==> config.mk <==
export PLATFORM = sky130hd
export DESIGN_NAME = bcam_ctrl
export DESIGN_NICKNAME = d
export VERILOG_FILES = /design/src/rtl/bcam_ctrl.sv
export SDC_FILE = /design/constraint.sdc
export NUM_CORES = 1
export LEC_CHECK = 0
export BUFFER_PORTS_ARGS = -buffer_cell sky130_fd_sc_hd__buf_2
export CAP_MARGIN = 20
export CORE_MARGIN = 3
export CORE_UTILIZATION = 40
export DETAILED_ROUTE_END_ITERATION = 8
export PLACE_DENSITY = 0.66
export SETUP_SLACK_MARGIN = 0.15
export SLEW_MARGIN = 5
export SYNTH_ARGS = -nofsm -noshare
export SYNTH_HDL_FRONTEND = slang
export SYNTH_SLANG_ARGS = --single-unit
==> constraint.sdc <==
create_clock -name clk -period 2.5 [get_ports clk]
set_input_delay 0.125 -clock clk [delete_from_list [all_inputs] [get_ports clk]]
set_output_delay 0.125 -clock clk [all_outputs]
set_load 0.03 [all_outputs]
==> src/rtl/bcam_ctrl.sv <==
// bcam_ctrl: command sequencer in front of a binary CAM.
// Serialises WRITE / INSERT / DELETE / SEARCH commands, keeps a valid bitmap
// and occupancy count, covers the CAM write-to-search hazard and match latency.
// Optional statistics counters are compiled in with `define BCAM_CTRL_STATS_EN.
module bcam_ctrl #(
  parameter int CAMD  = 16,
  parameter int CAMW  = 8,
  parameter int ADDRW = $clog2(CAMD),
  parameter int MLAT  = 2,
  parameter int WLAT  = 1,
  parameter logic [CAMW-1:0] DEL_PATT = {CAMW{1'b1}}
) (
  input  logic             clk,
  input  logic             rst,
  input  logic             cmd_valid,
  output logic             cmd_ready,
  input  logic [1:0]       cmd_op,
  input  logic [ADDRW-1:0] cmd_addr,
  input  logic [CAMW-1:0]  cmd_patt,
  output logic             rsp_valid,
  input  logic             rsp_ready,
  output logic             rsp_hit,
  output logic [ADDRW-1:0] rsp_addr,
  output logic             rsp_err,
  output logic             wEnb,
  output logic [ADDRW-1:0] wAddr,
  output logic [CAMW-1:0]  wPatt,
  output logic [CAMW-1:0]  mPatt,
  input  logic             match,
  input  logic [ADDRW-1:0] mAddr,
`ifdef BCAM_CTRL_STATS_EN
  output logic [31:0]      stat_hits,
  output logic [31:0]      stat_misses,
  output logic [31:0]      stat_full,
`endif
  output logic [ADDRW:0]   occ
);

  localparam logic [1:0] OP_WRITE  = 2'd0;
  localparam logic [1:0] OP_INSERT = 2'd1;
  localparam logic [1:0] OP_DELETE = 2'd2;
  localparam logic [1:0] OP_SEARCH = 2'd3;

  typedef enum logic [2:0] {IDLE, WR, SRCH, WAITM, RESP} state_t;

  state_t            state, nextState;
  logic              accept;
  logic [1:0]        opReg;
  logic [ADDRW-1:0]  addrReg;
  logic [CAMW-1:0]   pattReg;
  logic [CAMD-1:0]   validMap;
  logic [1:0]        hazardCnt;
  logic [2:0]        latCnt;
  logic [ADDRW-1:0]  freeAddr;
  logic              freeFound;
  logic [ADDRW-1:0]  tgtAddr;
  logic              doWrite;
  logic              searchHit;

  // Lowest-index free slot for INSERT allocation
  always_comb begin
    freeAddr  = '0;
    freeFound = 1'b0;
    for (int i = CAMD - 1; i >= 0; i--) begin
      if (!validMap[i]) begin
        freeFound = 1'b1;
        freeAddr  = ADDRW'(i);
      end
    end
  end

  // Write target and whether a CAM write happens for the registered command
  always_comb begin
    tgtAddr   = (opReg == OP_INSERT) ? freeAddr : addrReg;
    doWrite   = (opReg != OP_INSERT) || freeFound;
    searchHit = match && validMap[mAddr];
  end

  // State register
  always_ff @(posedge clk) begin
    if (rst) state <= IDLE;
    else     state <= nextState;
  end

  // Next-state logic: one command in flight, response handshake returns to IDLE
  always_comb begin
    nextState = state;
    case (state)
      IDLE:    if (accept) nextState = (cmd_op == OP_SEARCH) ? SRCH : WR;
      WR:      nextState = RESP;
      SRCH:    if (hazardCnt == 2'd0) nextState = WAITM;
      WAITM:   if (latCnt == 3'd0) nextState = RESP;
      RESP:    if (rsp_valid && rsp_ready) nextState = IDLE;
      default: nextState = IDLE;
    endcase
  end

  // Command handshake outputs
  always_comb begin
    cmd_ready = (state == IDLE) && !rsp_valid;
    accept    = cmd_valid && cmd_ready;
  end

  // Datapath: command capture, CAM write/match drive, bitmap, occupancy, responses
  always_ff @(posedge clk) begin
    if (rst) begin
      opReg     <= OP_WRITE;
      addrReg   <= '0;
      pattReg   <= '0;
      validMap  <= '0;
      occ       <= '0;
      hazardCnt <= '0;
      latCnt    <= '0;
      rsp_valid <= 1'b0;
      rsp_hit   <= 1'b0;
      rsp_addr  <= '0;
      rsp_err   <= 1'b0;
      wEnb      <= 1'b0;
      wAddr     <= '0;
      wPatt     <= '0;
      mPatt     <= '0;
    end else begin
      wEnb <= 1'b0;
      if (accept) begin
        opReg   <= cmd_op;
        addrReg <= cmd_addr;
        pattReg <= cmd_patt;
      end
      if (state == WR) begin
        hazardCnt <= 2'(WLAT);
      end else if ((state == IDLE || state == SRCH) && hazardCnt != 2'd0) begin
        hazardCnt <= hazardCnt - 2'd1;
      end
      case (state)
        WR: begin
          rsp_err <= !doWrite;
          rsp_hit <= doWrite;
          rsp_addr <= doWrite ? tgtAddr : '0;
          if (doWrite) begin
            wEnb  <= 1'b1;
            wAddr <= tgtAddr;
            if (opReg == OP_DELETE) begin
              wPatt <= DEL_PATT;
              validMap[tgtAddr] <= 1'b0;
              if (validMap[tgtAddr] && occ != '0) occ <= occ - 1'b1;
            end else begin
              wPatt <= pattReg;
              validMap[tgtAddr] <= 1'b1;
              if (!validMap[tgtAddr] && occ != (ADDRW+1)'(CAMD)) occ <= occ + 1'b1;
            end
          end
        end
        SRCH: begin
          if (hazardCnt == 2'd0) begin
            mPatt  <= pattReg;
            latCnt <= 3'(MLAT - 1);
          end
        end
        WAITM: begin
          if (latCnt != 3'd0) begin
            latCnt <= latCnt - 3'd1;
          end else begin
            rsp_hit  <= searchHit;
            rsp_addr <= searchHit ? mAddr : '0;
            rsp_err  <= 1'b0;
          end
        end
        default: ;
      endcase
      if (rsp_valid && rsp_ready) rsp_valid <= 1'b0;
      else if (state == RESP)     rsp_valid <= 1'b1;
    end
  end

`ifdef BCAM_CTRL_STATS_EN
  // Saturating hit/miss/full counters
  always_ff @(posedge clk) begin
    if (rst) begin
      stat_hits   <= '0;
      stat_misses <= '0;
      stat_full   <= '0;
    end else begin
      if (state == WAITM && latCnt == 3'd0) begin
        if (searchHit) begin
          if (stat_hits != 32'hFFFF_FFFF) stat_hits <= stat_hits + 32'd1;
        end else begin
          if (stat_misses != 32'hFFFF_FFFF) stat_misses <= stat_misses + 32'd1;
        end
      end
      if (state == WR && !doWrite && stat_full != 32'hFFFF_FFFF) stat_full <= stat_full + 32'd1;
    end
  end
`endif

endmodule

; After elaboration in Yosys (flattened, before gate mapping)
; Index checks and enable logic that the tools add are counted.
[word_totals]
ff_bits = 71
in_bits = 23
out_inout_bits = 34
elab_cells = 140
[op_classes]
addsub = 4
n_lt_le_gt_ge = 3
n_eq_ne = 16
muxes = 64
n_bitwise = 4
n_reduce_logical = 32
[op_table]
columns = cell, count
row1 = two-way mux 4 bit, 20
row2 = two-way mux 1 bit, 24
row3 = two-way mux 3 bit, 6
row4 = AND 16 bit, 1
row5 = two-way mux 16 bit, 1
row6 = inverter 16 bit, 1
row7 = OR 16 bit, 1
row8 = two-way mux 5 bit, 3
row9 = case mux 3 bit (5 select lines), 1
row10 = "< comparator 4 x 5 -> 1 bit, second input constant", 2
row11 = "inequality test 2 bit, second input constant", 5
row12 = nonzero test 2 bit, 5
row13 = binary-select mux 1 bit (select 4 bit), 2
row14 = logical AND 1 bit, 8
row15 = two-way mux 8 bit, 1
row16 = case mux 4 bit (2 select lines), 1
row17 = AND reduction 4 bit, 2
row18 = "== test 3 x 2 -> 1 bit, second input constant", 2
row19 = logical NOT 3 bit, 2
row20 = "inequality test 2 x 1 -> 1 bit, second input constant", 3
row21 = case mux 3 bit (2 select lines), 1
row22 = AND reduction 2 bit, 3
row23 = OR reduction 2 bit, 3
row24 = "adder 5 x 1 -> 5 bit, second input constant", 1
row25 = other kinds (19), 24

; Longest topological paths before layout
; Gate-level depths: netlist of run 1.
[depth]
word_depth = 24
mapped_depth = 11
ltp_nobuf = 10

; Worst setup path before layout of run 1
; No wires, ideal clock.
[synth_path]
path_type = reg2reg
start = reg opReg[0]
end = reg occ[0]
setup_time_ps = 123
t_arrival_ps = 2519
required_time_ps = 2377
slack_ps = -142
path_stages_with_launch = 11
n_path_buf = 1
period_less_slack_ps = 2642
path_cell_list = dfxtp_1 > nor2b_4 > mux2_4 > nor4_4 > or2_1 > buf_6 > a211o_4 > a21oi_1 > o32ai_2 > mux2i_2 > mux2_1
[synth_via]
elab_chain_cells = 8
word_cells_on_any_way = 14
classes_between = eq/ne: 4 / mux: 4 / reduce/logical: 6
[synth_lines]
columns = item, line_no
row1 = "start, declared", 48  ; logic [1:0] opReg;
row2 = "start signal, assigned", 125  ; opReg <= cmd_op;
row3 = == test 2 x 1 -> 1 bit, 74  ; tgtAddr = (opReg == OP_INSERT) ? freeAddr : addrReg;
row4 = two-way mux 4 bit, 74
row5 = binary-select mux 1 bit (select 4 bit), "145, 149"
row6 = two-way mux 1 bit (implied by the code), "145, 149"
row7 = logical NOT 1 bit, 149  ; if (!validMap[tgtAddr] && occ != (ADDRW+1)'(CAMD)) occ <= occ + 1'b1;
row8 = logical AND 1 bit, 149
row9 = nonzero test 2 bit (no source line), n/a
row10 = AND reduction 4 bit (no source line), n/a
row11 = "end signal, assigned", 145  ; if (validMap[tgtAddr] && occ != '0) occ <= occ - 1'b1;
row12 = "end signal, assigned", 149
row13 = "end, declared", 36  ; output logic [ADDRW:0] occ
; Several ways; a longest one is shown, not always the timed one. The select of a mux whose other input is x is not followed.
; A chain may end at the register's enable or synchronous reset.

; Final worst setup path of run 1
; Same ends and word-level chain as after synthesis.

==> qor.yml, run 1 <==
synth:
  ys_top_cells_by_area: "dfxtp_1 (40%), a21oi_1 (7.7%), nand2_1 (6.8%)"
  synth_cell_type_count: 55
  synth_fp_nets: 460
  synth_top_area_share_pct: 40.3
  syn_area_um2: 3530
  synth-edff-count: 0
  synthCells: 430
  postSynthRegisterBits: 71
  seq_area_frac_synth_pct: 40.3
  async_reset_ff_share_pct: 0
  synth_most_common_cell: "dfxtp_1"
  ys_warn_count: 0
  avgSynthCellArea_um2: 8.21
  synthFlopType: "dfxtp_1"
  yosys-top-cells-count: "dfxtp_1 (71), nand2_1 (64), a21oi_1 (54), nor2_1 (54), nor3_1 (25)"
  yosys.area.top_type: "dfxtp_1"
detailed_routing:
  postRouteAntennaNets: 0
  routed-via-count: 3567
  wl_per_cell_um: 15.8
  viasPerCell: 5.52
  drt_iter0_markers: 227
  drt_wl_total_um: 10200
  remaining_drc_errors: 0
  drt_pass1_iterations: 5
status:
  violations: "negative setup slack"
  outcome: "finished, violations left"
worst_setup_path:
  critPathArrivalTime_ps: 2860
  critPathCaptureType: "register"
  critPathRequiredTime_ps: 2750
  worstSetupStartpointType: "register"
  critPathKind: "reg2reg"
  worst-r2r-cell-count: 9
  timing.rr.end: "occ[0]"
  rrSetupSlack_ps: -120
  path_max_fanout: 4
  rr_startpoint: "opReg[0]"
timing:
  timing.final.crit_share_pct: 105
  fin_crit_ps: 2620
  rsz0062_at_grt: "yes"
  clock-skew-final_ps: 10.7
  final_max_slew_viol_count: 0
  fmax_mhz: 382
  setup_viol_count_final: 4
  setup_slack_ps: -117
  maxSlewHeadroom_pct: 66.6
  tightest_slew_ps: 499
  hold_viol: 0
floorplanning:
  die_h_um: 100
  die_w_um: 100
  pin_count: 57
  rows: 33
  die-area_um2: 9990
  core_um2: 8380
  initial_core_util_pct: 42.1
final_layout:
  drive_above_1_share_pct: 30.7
  final_net_count: 566
  design_area_um2: 4670
  area_growth_pct: 32.3
  diodes: 0
  fillCellCount: 784
placed_design:
  dpl.hpwl_um: 7320
  post_dp_cell_area_um2: 4330
  gp_congestion: 0.945
  placement.io_buffers: 56
power:
  leakagePower_uw: 0.00185
  fin_total_pwr_uw: 3240
  irDropWorstVdd_uv: 423
  p_per_area_nw_per_um2: 694
run:
  maxCapViolCount: 0
grt:
  grt_pass1_vias: 3423
  grt_pass1_wl_um: 16900
  grt_max_degree: 58
  grt.overflow.total: 0
  antenna_found_initial: 0
  grt_use_total_pct: 20.9
clocking:
  clockBufferDepth: 2
  cts-htree-levels: 3
  cts_root_buffer: "clkbuf_8"
  clk_pin_slew_ps: 90
  clock-sinks: 71
  insertion_delay_ps: 360
  cts_tree: "built"
  numCtsBuffers: 9
min_path:
  min_to: "pattReg[3]"
  min_from: "cmd_patt[3]"
  min_path_cells: 3
  hold_path_class: "in2reg"
placed cells by master, fill, tap and decap left out, types with 9 or more instances in the layout:
| cell | synthesis | final |
|---|---|---|
| dfxtp_1 | 71 | 67 |
| nand2_1 | 64 | 62 |
| buf_2 | 0 | 56 |
| buf_4 | 0 | 56 |
| a21oi_1 | 54 | 53 |
| nor2_1 | 54 | 48 |
| nor3_1 | 25 | 24 |
| a311oi_1 | 16 | 16 |
| nand3_1 | 12 | 12 |
| inv_1 | 10 | 10 |
| o21ai_0 | 10 | 10 |
| clkbuf_8 | 0 | 9 |
how the worst max path moves through the flow:
stage               startpoint      to  cells after the start
floorplan             opReg[0]  occ[0]                     10
global placement      opReg[1]  occ[2]                      8
detailed placement    opReg[1]  occ[0]                      8
CTS                   opReg[0]  occ[0]                     10
global route          register  occ[1]                     11
finish                opReg[0]  occ[0]                      9
worst max-delay path, stage by stage, from the launching register on:
cell,delay [ps]
dfxtp_2,350
nor2b_4,160
mux2_4,340
nor4_4,210
or2_4,200
a211o_4,100
o221ai_2,110
o32ai_4,360
mux2i_4,350
mux2_1,340
metal layers:
metal  track usage, %  vias up  wire length [um]
met5                0        -                 0
met4             6.09        0               167
met3             4.79       17               664
met2             33.1      119              4680
met1             28.6     1671              4710
li1                 -     1760                 -
metrics by stage:
step	hold WS, ps	instances	setup TNS [ps]	util [%]	setup slack [ps]
final	10.8	646	-446	55.7	-117
after global routing	12.2	646	-1110	55.7	-263
after CTS	0.891	646	-549	55.0	-140
after detailed placement	373	627	-749	51.7	-183
after global placement	369	627	-405	51.7	-102
after floorplan	253	430	-147	-	-36.7
logic make-up after synthesis:
family | synth area share [%]
AO/OA/AOI/OAI | 22.2
AND/OR/NAND/NOR | 24.0
adder cells (fa/ha/maj) | 2.69
multiplexers | 6.63
flip-flops | 40.3
buffers and inverters | 3.72
XOR/XNOR | 0.496
area by class of cell:
| cell class | instances | area (um^2) | area share, % |
|---|---|---|---|
| multi-input combinational | 326 | 2090 | 44.7 |
| clock inverter | 7 | 80.1 | 1.71 |
| timing repair buffer | 118 | 782 | 16.7 |
| inverter | 10 | 37.5 | 0.804 |
| clock buffer | 9 | 124 | 2.65 |
| tap | 105 | 131 | 2.81 |
| sequential | 71 | 1430 | 30.5 |
where the power goes:
part | total (uW) | internal (uW) | switching, uW
Clock | 965 | 475 | 491
Combinational | 962 | 369 | 594
Sequential | 1320 | 1240 | 78.3
Total | 3240 | 2080 | 1160
timing repair:
action                                  in CTS  in global routing
endpoints found under the setup margin      21                 21
hold buffers                                 3                  0
pin swaps                                    2                  5
endpoints found under the hold margin        3                  0
gates resized for setup                     14                 11
buffers inserted                             0                  0
gates cloned                                 0                  0
(Power assumes the default switching activity.)
==> inputs of run 2 (changes only) <==
--- a/config.mk
+++ b/config.mk
@@ -7,10 +7,12 @@
 export LEC_CHECK = 0
 export BUFFER_PORTS_ARGS = -buffer_cell sky130_fd_sc_hd__buf_2
 export CAP_MARGIN = 20
+export CORE_ASPECT_RATIO = 1.5
 export CORE_MARGIN = 3
 export CORE_UTILIZATION = 40
 export DETAILED_ROUTE_END_ITERATION = 8
 export PLACE_DENSITY = 0.66
+export REMOVE_ABC_BUFFERS = 1
 export SETUP_SLACK_MARGIN = 0.15
 export SLEW_MARGIN = 5
 export SYNTH_ARGS = -nofsm -noshare
==> run 2 against run 1 <==
Effect of this change:
- the flow still finishes with violations (negative setup slack)
- hold slack better by 16 ps
- total power is 13% higher
- non-clock buffer count rose by 2
- routed wire length increased by 5.3%
- sequential power about the same
- cell count up 0.62%
- global-route usage rose by 1.4 points
- clock power increased by 44%
- flip-flop and latch count unchanged
- fmax is 0.48% lower
- count of clock-buffer cells in the layout unchanged
- critical path type unchanged
- highest routed layer unchanged
==> qor.yml, run 2 (synthesis results as in run 1) <==
placed_design:
  dpl.hpwl_um: 7480
  post_dp_cell_area_um2: 4300
  gp_congestion: 1.06
  placement.io_buffers: 56
  post-place-ws_ps: -245
detailed_routing:
  met3_length_um: 403
  route.met2.wl_um: 5770
  postRouteAntennaNets: 0
  drt_pass1_iterations: 4
  remaining_drc_errors: 0
  drt_iter0_markers: 211
  viasPerCell: 5.59
  routed-via-count: 3633
  wl_per_cell_um: 16.5
  drt_wl_total_um: 10800
  topRoutingLayerUsed: "met4"
  wl_met1_um: 4130
worst_setup_path:
  critPathRequiredTime_ps: 2720
  worstSetupStartpointType: "register"
  cp.depth: 12
  cp_slowest_stage_delay_ps: 470
  cp_num_buf_inv: 4
  crit_chain: "a21boi_1, buf_4, nor4_4, or2_4, buf_4, buf_4, a211oi_2, a211oi_2, o32ai_4, mux2i_2, buf_4, mux2_4"
  slowest_stage: "dfxtp_1"
  rrSetupSlack_ps: -130
  critPathArrivalTime_ps: 2850
  critPathKind: "reg2reg"
  worst-r2r-cell-count: 12
  timing.rr.end: "occ[1]"
  crit_top_cell: "buf_4"
  path_delay_family: "buffers and inverters"
  endpoint: "occ[1]"
  path_max_fanout: 6
  critPathCaptureType: "register"
final_layout:
  seq_area_um2: 1430
  area_growth_pct: 36.9
  final_common_cell: "dfxtp_1"
  fillCellCount: 794
  layout_common_cells: "dfxtp_1 (67), nand2_1 (61), buf_4 (61)"
  final_net_count: 568
  drive_above_1_share_pct: 33.9
  diodes: 0
  multi_input_area_um2: 2130
  final_util_pct: 56.8
  design_area_um2: 4830
status:
  outcome: "finished, violations left"
  violations: "negative setup slack"
floorplanning:
  core_um2: 8520
  die_h_um: 121
  rows: 41
  pin_count: 57
  die-area_um2: 10000
  die_w_um: 82.7
  initial_core_util_pct: 41.5
power:
  leakagePower_uw: 0.00194
  irDropWorstVdd_uv: 484
  p_per_area_nw_per_um2: 761
clocking:
  cts-htree-levels: 3
  cts_root_buffer: "clkbuf_16"
  clk_pin_slew_ps: 60
  insertion_delay_ps: 340
  clockBufferDepth: 2
  numCtsBuffers: 9
  clock-sinks: 71
  cts_tree: "built"
  hold_buffers: 0
grt:
  antenna_found_initial: 0
  grt_pass1_vias: 3543
  grt_max_degree: 43
  grt.overflow.total: 0
  grt_use_total_pct: 22.3
  grt_pass1_wl_um: 17100
timing:
  setup_viol_count_final: 4
  timing.final.crit_share_pct: 105
  maxSlewHeadroom_pct: 50.0
  fin_crit_ps: 2630
  holdWs_ps: 26.6
  tightest_slew_ps: 751
  clock-skew-final_ps: 7.35
  fmax_mhz: 380
  setup_slack_ps: -130
  hold_viol: 0
  final_max_slew_viol_count: 0
  rsz0062_at_grt: "yes"
min_path:
  hold_path_class: "in2reg"
run:
  maxCapViolCount: 0
==> run 2: worst min path at each step <==
stage / startpoint / endpoint / slack [ps] / depth (start not counted)
3_5_place_dp: cmd_patt[4] / pattReg[4] / 380 / 3
4_1_cts: cmd_patt[4] / pattReg[4] / 20 / 3
5_1_grt: cmd_patt[0] / pattReg[0] / 30 / 3
6_report: cmd_patt[4] / pattReg[4] / 30 / 3
3_3_place_gp: cmd_patt[3] / pattReg[3] / 380 / 3
2_1_floorplan: rst / addrReg[0] / 190 / 1
==> run 2: through the flow <==
stage | TNS (ps) | total power (uW) | std cells
after global placement | -1210 | 2210 | 626
final | -507 | 3680 | 650
after detailed placement | -1690 | 2230 | 626
after floorplan | -740 | 1890 | 407
after CTS | -228 | 3660 | 650
after global routing | -1110 | 3860 | 650
==> run 2: area by class of cell <==
cell class                 count  share of cell area, %
clock buffer                   9                   4.66
clock inverter                 7                   1.99
inverter                      10                  0.776
multi-input combinational    326                   44.0
sequential                    71                   29.5
tap                          107                   2.77
timing repair buffer         120                   16.3
==> run 2: metal layers <==
metal	global-route usage (%)	up-vias
li1	-	1776
met1	23.7	1727
met2	39.5	98
met3	4.01	32
met4	13.3	0
met5	0	-
==> run 2: worst reg2reg max path, cell delays in order (launching register included) <==
cell      delay (ps)
dfxtp_1          470
a21boi_1         110
buf_4            160
nor4_4           300
or2_4            190
buf_4            110
buf_4            110
a211oi_2          40
a211oi_2         240
o32ai_4          140
mux2i_2          180
buf_4            170
mux2_4           300
==> run 2: repair_timing <==
item                       4_1_cts  5_1_grt
buffers inserted                 8        0
resized for setup               31       15
setup endpoints to repair       21       21
pin swaps                       10        1
==> run 2: power by group <==
| part | switching [uW] | total, uW | internal [uW] |
|---|---|---|---|
| sequential | 76.9 | 1320 | 1240 |
| clock | 514 | 1390 | 876 |
| combinational | 602 | 971 | 369 |
| total | 1190 | 3680 | 2490 |
==> inputs of run 3 (changes only) <==
--- a/config.mk
+++ b/config.mk
@@ -8,9 +8,9 @@
 export BUFFER_PORTS_ARGS = -buffer_cell sky130_fd_sc_hd__buf_2
 export CAP_MARGIN = 20
 export CORE_ASPECT_RATIO = 1.5
-export CORE_MARGIN = 3
 export CORE_UTILIZATION = 40
 export DETAILED_ROUTE_END_ITERATION = 8
+export HOLD_SLACK_MARGIN = 0.05
 export PLACE_DENSITY = 0.66
 export REMOVE_ABC_BUFFERS = 1
 export SETUP_SLACK_MARGIN = 0.15
==> run 3 against run 2 <==
Effect of this change:
- the run still ends with negative setup slack left
- routed wire length fell by 4.3%
- flip-flop and latch count did not move
- utilization rose by 0.95 points
- hold slack improved by 52 ps
- worst setup slack improved by 22 ps
- global-route usage rose by 1.1 points
- total power fell by 3.6%
- sequential power barely moved
- cell area rose by 1.1%
- critical endpoint is now occ[0]
- largest power group is now registers
==> qor.yml, run 3 (synthesis results as in run 1) <==
min_path:
  hold_path_class: "in2reg"
  min_from: "cmd_op[1]"
  min_to: "opReg[1]"
  min_path_cells: 3
worst_setup_path:
  rrSetupSlack_ps: -110
  critPathCaptureType: "register"
  worst-r2r-cell-count: 11
  critPathArrivalTime_ps: 2820
  worstSetupStartpointType: "register"
  critPathKind: "reg2reg"
  rr_startpoint: "opReg[0]"
  timing.rr.end: "occ[0]"
  path_max_fanout: 4
  critPathRequiredTime_ps: 2720
grt:
  grt_pass1_wl_um: 16500
  busiest_layer: "met2"
  grt_use_met2_pct: 42.7
  use_met1_pct: 24.3
  grt_pass1_vias: 3480
  grt_max_degree: 41
  grt.overflow.total: 0
  grt_util_met3_pct: 4.57
  grt_use_total_pct: 23.4
  antenna_found_initial: 0
placed_design:
  post-place-ws_ps: -178
  dp.cells: 627
  post_dp_cell_area_um2: 4300
  dpl.hpwl_um: 7380
  placement.io_buffers: 56
  gp_congestion: 1.01
final_layout:
  drive_above_1_share_pct: 31.2
  final_net_count: 576
  final_cells: 658
  layout_common_cells: "dfxtp_1 (68), nand2_1 (61), buf_4 (57)"
  fillCellCount: 784
  diodes: 0
  design_area_um2: 4890
  final_common_cell: "dfxtp_1"
  area_growth_pct: 38.4
timing:
  holdWs_ps: 78.9
  setup_viol_count_final: 4
  fmax_mhz: 383
  clock-skew-final_ps: 9.25
  timing.final.crit_share_pct: 104
  final_max_slew_viol_count: 0
  rsz0062_at_grt: "yes"
  setup_slack_ps: -108
  maxSlewHeadroom_pct: 46.1
  tightest_slew_ps: 808
  hold_viol: 0
  fin_crit_ps: 2610
clocking:
  numCtsBuffers: 9
  clock-sinks: 71
  clk_pin_slew_ps: 60
  cts_tree: "built"
  cts_root_buffer: "clkbuf_16"
  clockBufferDepth: 2
  cts-htree-levels: 3
  insertion_delay_ps: 330
power:
  p_per_area_nw_per_um2: 726
  fin_total_pwr_uw: 3550
  leakagePower_uw: 0.00195
  irDropWorstVdd_uv: 445
floorplanning:
  core_um2: 8460
  pin_count: 57
  die_h_um: 117
  initial_core_util_pct: 41.7
  rows: 41
  die-area_um2: 9210
  die_w_um: 78.7
detailed_routing:
  drt_wl_total_um: 10300
  drt_iter0_markers: 182
  postRouteAntennaNets: 0
  drt_pass1_iterations: 5
  wl_per_cell_um: 15.6
  routed-via-count: 3601
  viasPerCell: 5.47
  remaining_drc_errors: 0
run:
  maxCapViolCount: 0
status:
  violations: "negative setup slack"
  outcome: "finished, violations left"
-- run 3: where the power goes --
part	internal [uW]	total (uW)	leakage (uW)	switching (uW)
Sequential	1240	1320	0.000578	75.2
Combinational	367	962	0.00123	595
Clock	777	1270	0.000143	493
-- run 3: cell type report --
cell class                 count  area, um^2  area share (%)
multi-input combinational    326        2110            43.2
timing repair buffer         128         880            18.0
clock buffer                  10         229            4.69
clock inverter                 6        68.8            1.41
inverter                      10        37.5           0.768
tap                          107         134            2.74
sequential                    71        1430            29.2
-- run 3: worst max-delay path by stage --
stage	from	to	cells after the start
2_1_floorplan	opReg[0]	occ[0]	9
3_3_place_gp	opReg[0]	occ[4]	12
3_5_place_dp	opReg[0]	occ[2]	10
4_1_cts	opReg[0]	occ[1]	10
5_1_grt	register	occ[0]	10
6_report	opReg[0]	occ[0]	11
-- run 3: metrics by stage --
step           setup TNS, ps  utilization, %
2_1_floorplan           -740               -
3_3_place_gp            -971            50.8
3_5_place_dp           -1580            50.8
4_1_cts                 -368            56.5
5_1_grt                 -869            57.7
6_report                -379            57.7
-- run 3: critical path, cell delays in order, from the launching register on --
cell and delay (ps):
dfxtp_2 330, nor2b_4 150, mux2_4 330, a41oi_2 200, or2_1 180, buf_6 120
o211ai_1 110, a211oi_2 270, o32ai_4 140, mux2i_2 180, buf_4 170, mux2_1 310
-- run 3: timing repair --
| action | CTS | global route |
|---|---|---|
| pin swaps | 5 | 5 |
| buffers inserted | 1 | 2 |
| gates resized for setup | 15 | 22 |
| endpoints found under the setup margin | 34 | 21 |
| hold buffers | 12 | 0 |
| hold endpoints to repair | 12 | 0 |
-- run 3: metal layers --
metal | vias to the layer above | wire (um)
li1 | 1786 | -
met1 | 1698 | 4000
met2 | 88 | 5450
met3 | 29 | 361
met4 | 0 | 474
met5 | - | 0
